--- config.mk ---
export PLATFORM = sky130hd
export DESIGN_NAME = nx_msg_encoder
export DESIGN_NICKNAME = d
export VERILOG_FILES = /design/src/rtl/nx_msg_encoder.sv
export SDC_FILE = /design/constraint.sdc
export NUM_CORES = 1
export LEC_CHECK = 0
export CAP_MARGIN = 20
export CORE_MARGIN = 5
export CORE_UTILIZATION = 45
export CTS_CLUSTER_DIAMETER = 60
export DETAILED_ROUTE_END_ITERATION = 8
export GPL_ROUTABILITY_DRIVEN = 1
export PLACE_DENSITY_LB_ADDON = 0.3
export SYNTH_ARGS = -nofsm -noshare
export SYNTH_HDL_FRONTEND = slang
export SYNTH_SLANG_ARGS = --single-unit
--- constraint.sdc ---
create_clock -name clk_i -period 3.8 [get_ports clk_i]
set_clock_uncertainty 0.05 [all_clocks]
set_input_delay 0.57 -clock clk_i [delete_from_list [all_inputs] [get_ports clk_i]]
set_output_delay 0.57 -clock clk_i [all_outputs]
set_load 0.03 [all_outputs]
--- src/rtl/nx_msg_encoder.sv ---
// ---------------------------------------------------------------------------
// nx_msg_encoder
//
// Packs a mesh request into a single outbound message word, picks the output
// direction (row first, then column) relative to this node's own position,
// and buffers {message, direction} in a 2-entry register FIFO so that the
// request side never sees a combinational path from the outbound ready.
// Requests addressed to this node itself are accepted and dropped.
//
// Ports
//   clk_i          : clock, all state on the rising edge
//   rst_i          : asynchronous active-high reset
//   node_row_i     : this encoder's mesh row
//   node_col_i     : this encoder's mesh column
//   req_row_i      : target row
//   req_col_i      : target column
//   req_cmd_i      : command (0 LOAD_INSTR, 1 MAP_IO, 2 SIG_STATE, 3 CONTROL)
//   req_bcast_i    : broadcast flag
//   req_payload_i  : command payload, passed through unmodified
//   req_valid_i    : request valid
//   req_ready_o    : request ready (FIFO not full)
//   msg_data_o     : encoded message at the FIFO head
//   msg_dir_o      : direction of the head message (0 N, 1 E, 2 S, 3 W)
//   msg_valid_o    : outbound valid (FIFO not empty)
//   msg_ready_i    : outbound ready
//   sent_count_o   : saturating count of emitted messages
//   drop_count_o   : saturating count of self-addressed drops
//   idle_o         : FIFO empty and no request pending
// ---------------------------------------------------------------------------
module nx_msg_encoder #(
  parameter int STREAM_WIDTH   = 32,
  parameter int ADDR_ROW_WIDTH = 4,
  parameter int ADDR_COL_WIDTH = 4,
  parameter int COMMAND_WIDTH  = 2
) (
  input  logic                                                    clk_i,
  input  logic                                                    rst_i,
  input  logic [ADDR_ROW_WIDTH-1:0]                               node_row_i,
  input  logic [ADDR_COL_WIDTH-1:0]                               node_col_i,
  input  logic [ADDR_ROW_WIDTH-1:0]                               req_row_i,
  input  logic [ADDR_COL_WIDTH-1:0]                               req_col_i,
  input  logic [COMMAND_WIDTH-1:0]                                req_cmd_i,
  input  logic                                                    req_bcast_i,
  input  logic [STREAM_WIDTH-ADDR_ROW_WIDTH-ADDR_COL_WIDTH-COMMAND_WIDTH-2:0] req_payload_i,
  input  logic                                                    req_valid_i,
  output logic                                                    req_ready_o,
  output logic [STREAM_WIDTH-1:0]                                 msg_data_o,
  output logic [1:0]                                              msg_dir_o,
  output logic                                                    msg_valid_o,
  input  logic                                                    msg_ready_i,
  output logic [15:0]                                             sent_count_o,
  output logic [15:0]                                             drop_count_o,
  output logic                                                    idle_o
);

  localparam int PAYLOAD_WIDTH =
    STREAM_WIDTH - ADDR_ROW_WIDTH - ADDR_COL_WIDTH - COMMAND_WIDTH - 1;

  localparam logic [15:0] COUNT_MAX = 16'hFFFF;

  typedef enum logic [1:0] {
    DIR_NORTH = 2'd0,
    DIR_EAST  = 2'd1,
    DIR_SOUTH = 2'd2,
    DIR_WEST  = 2'd3
  } dir_e;

  // FIFO storage and bookkeeping
  logic [STREAM_WIDTH-1:0] data_q [2];
  logic [1:0]              dir_q  [2];
  logic                    wr_ptr_q;
  logic                    rd_ptr_q;
  logic [1:0]              count_q;

  logic [15:0]             sent_cnt_q;
  logic [15:0]             drop_cnt_q;

  // Request decode
  logic [STREAM_WIDTH-1:0]  enc_data;
  logic [PAYLOAD_WIDTH-1:0] payload;
  dir_e                     enc_dir;
  logic                     self_addr;
  logic                     full;
  logic                     empty;
  logic                     accept;
  logic                     push;
  logic                     pop;

  assign payload  = req_payload_i;
  assign enc_data = {req_row_i, req_col_i, req_cmd_i, req_bcast_i, payload};

  assign full  = (count_q == 2'd2);
  assign empty = (count_q == 2'd0);

  // Ready depends only on registered occupancy, so a pop in the same cycle
  // never opens the door for a request while full.
  assign req_ready_o = !full;
  assign msg_valid_o = !empty;

  assign self_addr = (req_row_i == node_row_i) && (req_col_i == node_col_i);
  assign accept    = req_valid_i && req_ready_o;
  assign push      = accept && !self_addr;
  assign pop       = msg_valid_o && msg_ready_i;

  // Route row first, then column. A self-addressed request falls through to
  // the default, but it is never stored so the value does not matter.
  always_comb begin
    enc_dir = DIR_NORTH;
    if (req_row_i > node_row_i) begin
      enc_dir = DIR_SOUTH;
    end else if (req_row_i < node_row_i) begin
      enc_dir = DIR_NORTH;
    end else if (req_col_i > node_col_i) begin
      enc_dir = DIR_EAST;
    end else if (req_col_i < node_col_i) begin
      enc_dir = DIR_WEST;
    end
  end

  // Entry storage. The direction is captured at accept time, so later changes
  // to the node position do not affect messages already queued. Entries are
  // cleared on reset so the head reads as zero while reset is held.
  always_ff @(posedge clk_i or posedge rst_i) begin
    if (rst_i) begin
      data_q[0] <= '0;
      data_q[1] <= '0;
      dir_q[0]  <= '0;
      dir_q[1]  <= '0;
    end else if (push) begin
      data_q[wr_ptr_q] <= enc_data;
      dir_q[wr_ptr_q]  <= enc_dir;
    end
  end

  // Pointers wrap naturally as single bits; occupancy is unchanged when a
  // push and a pop land in the same cycle.
  always_ff @(posedge clk_i or posedge rst_i) begin
    if (rst_i) begin
      wr_ptr_q <= 1'b0;
      rd_ptr_q <= 1'b0;
      count_q  <= 2'd0;
    end else begin
      if (push) begin
        wr_ptr_q <= ~wr_ptr_q;
      end
      if (pop) begin
        rd_ptr_q <= ~rd_ptr_q;
      end
      case ({push, pop})
        2'b10:   count_q <= count_q + 2'd1;
        2'b01:   count_q <= count_q - 2'd1;
        default: count_q <= count_q;
      endcase
    end
  end

  // Saturating statistics counters
  always_ff @(posedge clk_i or posedge rst_i) begin
    if (rst_i) begin
      sent_cnt_q <= '0;
      drop_cnt_q <= '0;
    end else begin
      if (pop && (sent_cnt_q != COUNT_MAX)) begin
        sent_cnt_q <= sent_cnt_q + 16'd1;
      end
      if (accept && self_addr && (drop_cnt_q != COUNT_MAX)) begin
        drop_cnt_q <= drop_cnt_q + 16'd1;
      end
    end
  end

  assign msg_data_o   = data_q[rd_ptr_q];
  assign msg_dir_o    = dir_q[rd_ptr_q];
  assign sent_count_o = sent_cnt_q;
  assign drop_count_o = drop_cnt_q;
  assign idle_o       = empty && !req_valid_i;

endmodule

Yosys cells after proc, flatten, opt, wreduce, memory -nomap -nowiden
Cells that the tools add are included.
Word-level totals
  register bits: 104
  output and inout port bits: 69
  bits of input ports: 44
Operators by class
  bitwise gates (word level): 4
  magnitude comparators: 7
  equality and inequality tests: 7
  add/sub/neg operators: 4
  reductions and logical operators: 15
  muxes and demuxes: 17
Operators with widths (count)
  2-to-1 mux 32 bit: 4
  bitwise mux 64 bit: 1
  adder 16 x 1 -> 16 bit (second input constant): 2
  demux 32 bit (select 1 bit): 1
  != test 16 bit (second input constant): 2
  2-to-1 mux 2 bit: 8
  logical AND 1 bit: 9
  == test 4 bit: 2
  greater-than comparator 4 bit: 2
  < comparator 4 bit: 2
  bitwise mux 4 bit: 1
  == test 2 bit (second input constant): 2
  greater-or-equal comparator 2 bit (second input constant): 2
  logical NOT 1 bit: 4
  inverter 1 -> 2 bit: 2
  one-hot mux 2 bit (2 select lines): 1
  adder 2 x 1 -> 2 bit (second input constant): 1
  demux 2 bit (select 1 bit): 1
  == test 2 x 1 -> 1 bit (second input constant): 1
  logical NOT 2 bit: 1
  < comparator 2 x 1 -> 1 bit (second input constant): 1
  inverter 1 bit: 2
  nonzero test 2 bit: 1
  subtractor 2 x 1 -> 2 bit (second input constant): 1

Longest topological paths before layout
  depth after elaboration: 6
  gate-level depth with buffers: 9
  gate-level depth less buffers: 8

Least setup slack after synthesis
No wires, ideal clock.
  kind: input-to-reg
  from: input port node_col_i[3]
  to: register drop_cnt_q[14], in the netlist drop_count_o[14]
  setup slack: 1.294 ns
  library setup time: 0.080 ns
  buffers on the path: 0
  arrival: 2.375 ns
  required time: 3.670 ns
  stages: 7
  cell sequence: inv_1 -> ha_1 -> nand4_1 -> or4b_4 -> or4b_4 -> nor2_2 -> xor2_1
Between the ends
  word-level cells in the longest chain between the ends: 4
RTL lines
  start, declared: RTL line 39  | input logic [ADDR_COL_WIDTH-1:0] node_col_i,
  == test 4 bit: RTL line 100  | assign self_addr = (req_row_i == node_row_i) && (req_col_i == node_col_i);
  logical AND 1 bit: RTL line 100
  logical AND 1 bit (2 in a row): RTL line 166  | if (accept && self_addr && (drop_cnt_q != COUNT_MAX)) begin
  end signal, assigned: RTL line 167  | drop_cnt_q <= drop_cnt_q + 16'd1;
  end, declared: RTL line 76  | logic [15:0] drop_cnt_q;
No other way between the ends.
A chain may end at the register's enable or synchronous reset.

Worst setup path after layout
  from: register rd_ptr_q
  to: output port msg_data_o[23]
Between the ends
  word-level cells in the longest chain between the ends: 4
RTL lines
  start, declared: RTL line 72  | logic rd_ptr_q;
  start signal, assigned: RTL line 147  | rd_ptr_q <= ~rd_ptr_q;
  inverter 1 -> 2 bit (not written as such): RTL line 172  | assign msg_data_o = data_q[rd_ptr_q];
  2-to-1 mux 32 bit (not written as such) (3 in a row): RTL line 172
  end, declared: RTL line 47  | output logic [STREAM_WIDTH-1:0] msg_data_o,
No other way between the ends. The select of a mux whose other input is x is not followed.

==> run_results.csv <==
group,metric,value,unit
sta,setup_viol_count_final,0,
worst_setup_path,crit_fanout,27,
cts,cts_max_level,3,
place,numPortBuffers,112,
routing,antenna_left,0,
sta,worst_hold_slack,438.3,ps
cells_and_area,multiInputGateArea,2059,µm²
cts,cts_setup_buffers,0,
power_and_ir_drop,seq_power_share,0.354,
global_route,grt_max_degree,74,
global_route,grt_usage,0.1644,
cts,clock_latency,360,ps
worst_setup_path,critPathSlowestCell,"dfrtp_1",
cells_and_area,nets,546,
floorplanning,core_area,10320,µm²
synth,synthTopCellsByArea,"dfrtp_1 54%, mux2_2 23%, xnor2_1 4.4%",
place,gp_congestion,0.7889,
routing,route.detailed.drc,0,
worst_setup_path,r2r_start,"count_q[0]",
sta,slew_headroom,0.6825,
cts,cts_hold_buf,0,
job,cap_violations,0,
worst_setup_path,crit_chain,"buf_12 -> mux2_2 -> clkdlybuf4s50_1",
routing,first_iter_violations,88,
floorplanning,ios,113,
sta,fin_tns_setup,0,ps
floorplanning,fp.dieArea,12780,µm²
global_route,antenna_found_initial,0,
sta,finalCritPeriodShare,0.7514,
sta,rsz0062_at_grt,"false",
routing,finalWirelength,10290,µm
cells_and_area,post-route-util,0.6114,
synth,synth_top_area_cell,"dfrtp_1",
cts,cts_made_buffers,9,
power_and_ir_drop,p_leak,2.711,nW
cells_and_area,drive_above_1_share,0.2621,
synth,synthArstFlopShare,1.000,
synth,ys_seq_area_frac,0.5448,
routing,dr.pass1.iters,4,
outcome,status,"complete, no violations",
worst_setup_path,crit_path_start,"rd_ptr_q",
cells_and_area,final_area,6312,µm²
synth,synth_edf_count,0,
sta,hold_violations,0,
worst_setup_path,critPathMaxStageDelay,630,ps
floorplanning,rows,37,
worst_setup_path,cp_num_buf_inv,2,
global_route,grt_pass1_vias,3521,
worst_setup_path,critical_path.top_delay_family,"buffers and inverters",
worst_hold_path,hold_class,"register to register",
synth,synth_top_area_share,0.5448,
synth,synth-seq-cells,104,
sta,worst_pin_slew,471.3,ps
power_and_ir_drop,power.switching,1.917,mW
routing,dr_total_vias,3224,
worst_setup_path,cp.arrival,2240,ps
synth,yosys_warnings,0,
cells_and_area,fillers,844,
power_and_ir_drop,p_per_area,795.9,nW/µm²
sta,fin_ws,944.6,ps
cts,cts_resized,0,
worst_setup_path,end_kind,"output port",
place,pre_cts_ws,611.4,ps
sta,max_freq,0.3502,GHz
cells_and_area,diodes,0,
synth,syn-cell-area,4777,µm²
synth,synth_cell_types,29,
worst_setup_path,cp-start-kind,"register",
worst_hold_path,hp-start,"dir_q[0]",
synth,synthFlopType,"dfrtp_1",
synth,syn_area_per_cell,12.77,µm²
cells_and_area,area_delta_synth_final,32.14,%
worst_setup_path,required,3180,ps
cts,cts_tree,"yes",
cells_and_area,layout.area.seq,2603,µm²
floorplanning,die_w,113.0,µm
synth,syn_nets,429,
cts,clock-sinks,104,
routing,wl_per_cell,16.29,µm
cts,cts_root_buf,"clkbuf_8",
power_and_ir_drop,intPower,3.107,mW
place,hpwl,7396,µm
worst_setup_path,critPathKind,"register to output port",
global_route,grt_pass1_wl,17040,µm
synth,synthCells,374,
sta,finalCriticalPeriod,2855,ps
cts,clkTransAtPathRegs,90,ps
floorplanning,initial_utilization,0.4627,
power_and_ir_drop,p_clk_frac,0.131,
routing,vias_per_cell,5.101,
global_route,gr-total-overflow,0,
floorplanning,dieHeight,113.0,µm
cts,clock_path_buffers,2,
power_and_ir_drop,vdd_drop_max,499.0,µV
power_and_ir_drop,p_comb_frac,0.515,
place,place_area,6122,µm²
sta,maxSlewViolCount,0,
power_and_ir_drop,switching_share,0.3816,
-- power groups by stage --
stage	Combinational (mW)	Sequential, mW	Clock [mW]
detailed placement	2.61	1.80	0
CTS	2.63	1.78	0.686
floorplan	1.67	1.78	0
global route	2.75	1.83	0.728
finish	2.59	1.78	0.660
global placement	2.58	1.77	0
-- path summary, 6_finish.rpt --
kind	endpoint	slack, ps	depth (start not counted)
min in group asynchronous	data_q[44]	450	2
worst min register to register	dir_q[0]	440	2
worst min-delay path	dir_q[0]	440	2
worst max-delay path	msg_data_o[23]	940	3
max in group asynchronous	data_q[31]	2440	4
worst max register to register	data_q[61]	1660	5
-- stage by stage --
stage               power [mW]  std cells
finish                   5.024        632
CTS                      5.093        632
global route             5.310        632
global placement         4.347        615
floorplan                3.449        374
detailed placement       4.416        616
-- cell type report --
| type | count | area share |
|---|---|---|
| repair buffers | 118 | 0.1939 |
| multi-input cells | 241 | 0.3263 |
| clock buffers | 11 | 0.02398 |
| clock inverters | 5 | 0.006145 |
| inverters | 17 | 0.01051 |
| flip-flops and latches | 104 | 0.4123 |
| well taps | 136 | 0.02696 |
-- metal layers --
layer | track usage | part of all wire
met5 | 0 | 0
met3 | 0.02834 | 0.042
met2 | 0.2871 | 0.52
met4 | 0.06010 | 0.017
met1 | 0.2044 | 0.42
-- cells in the mapped netlist, types with 9 or more instances --
| cell type | count |
|---|---|
| dfrtp_1 | 104 |
| nand2_1 | 26 |
| nand3_1 | 9 |
| mux2_2 | 96 |
| o21ai_0 | 13 |
| inv_1 | 17 |
| nor2_1 | 11 |
| xnor2_1 | 24 |
| nand4_1 | 13 |
| ha_1 | 11 |
-- cell usage in the layout, fill, tap and decap left out, types with 9 or more instances in the layout --
cell	synthesis	routed
xnor2_1	24	24
nand3_1	9	9
nand2_1	26	26
dfrtp_1	104	104
ha_1	11	11
clkdlybuf4s50_1	0	112
inv_1	17	16
nand4_1	13	13
mux2_2	96	96
clkbuf_8	0	11
nor2_1	11	11
o21ai_0	13	13
-- cells by family after synthesis --
group           share of synthesized area
flops                              0.5448
xor+xnor                          0.05684
compound gates                    0.03824
simple gates                      0.08041
fa+ha+maj                         0.02881
buf+inv                           0.02462
mux                                0.2263
-- flip-flops by register name, indices dropped and copies added, names as in the netlist --
| name | cells |
|---|---|
| data_q | 64 |
| drop_count_o | 16 |
| sent_count_o | 16 |
| dir_q | 4 |
| count_q | 2 |
| rd_ptr_q | 1 |
| wr_ptr_q | 1 |
-- worst min-delay path: cells and delay by family (launching register included) --
kind	cells	cell delay, ps
flops	1	350
compound gates	1	60
simple gates	1	40
No activity file was read; power rests on OpenSTA's default activity.
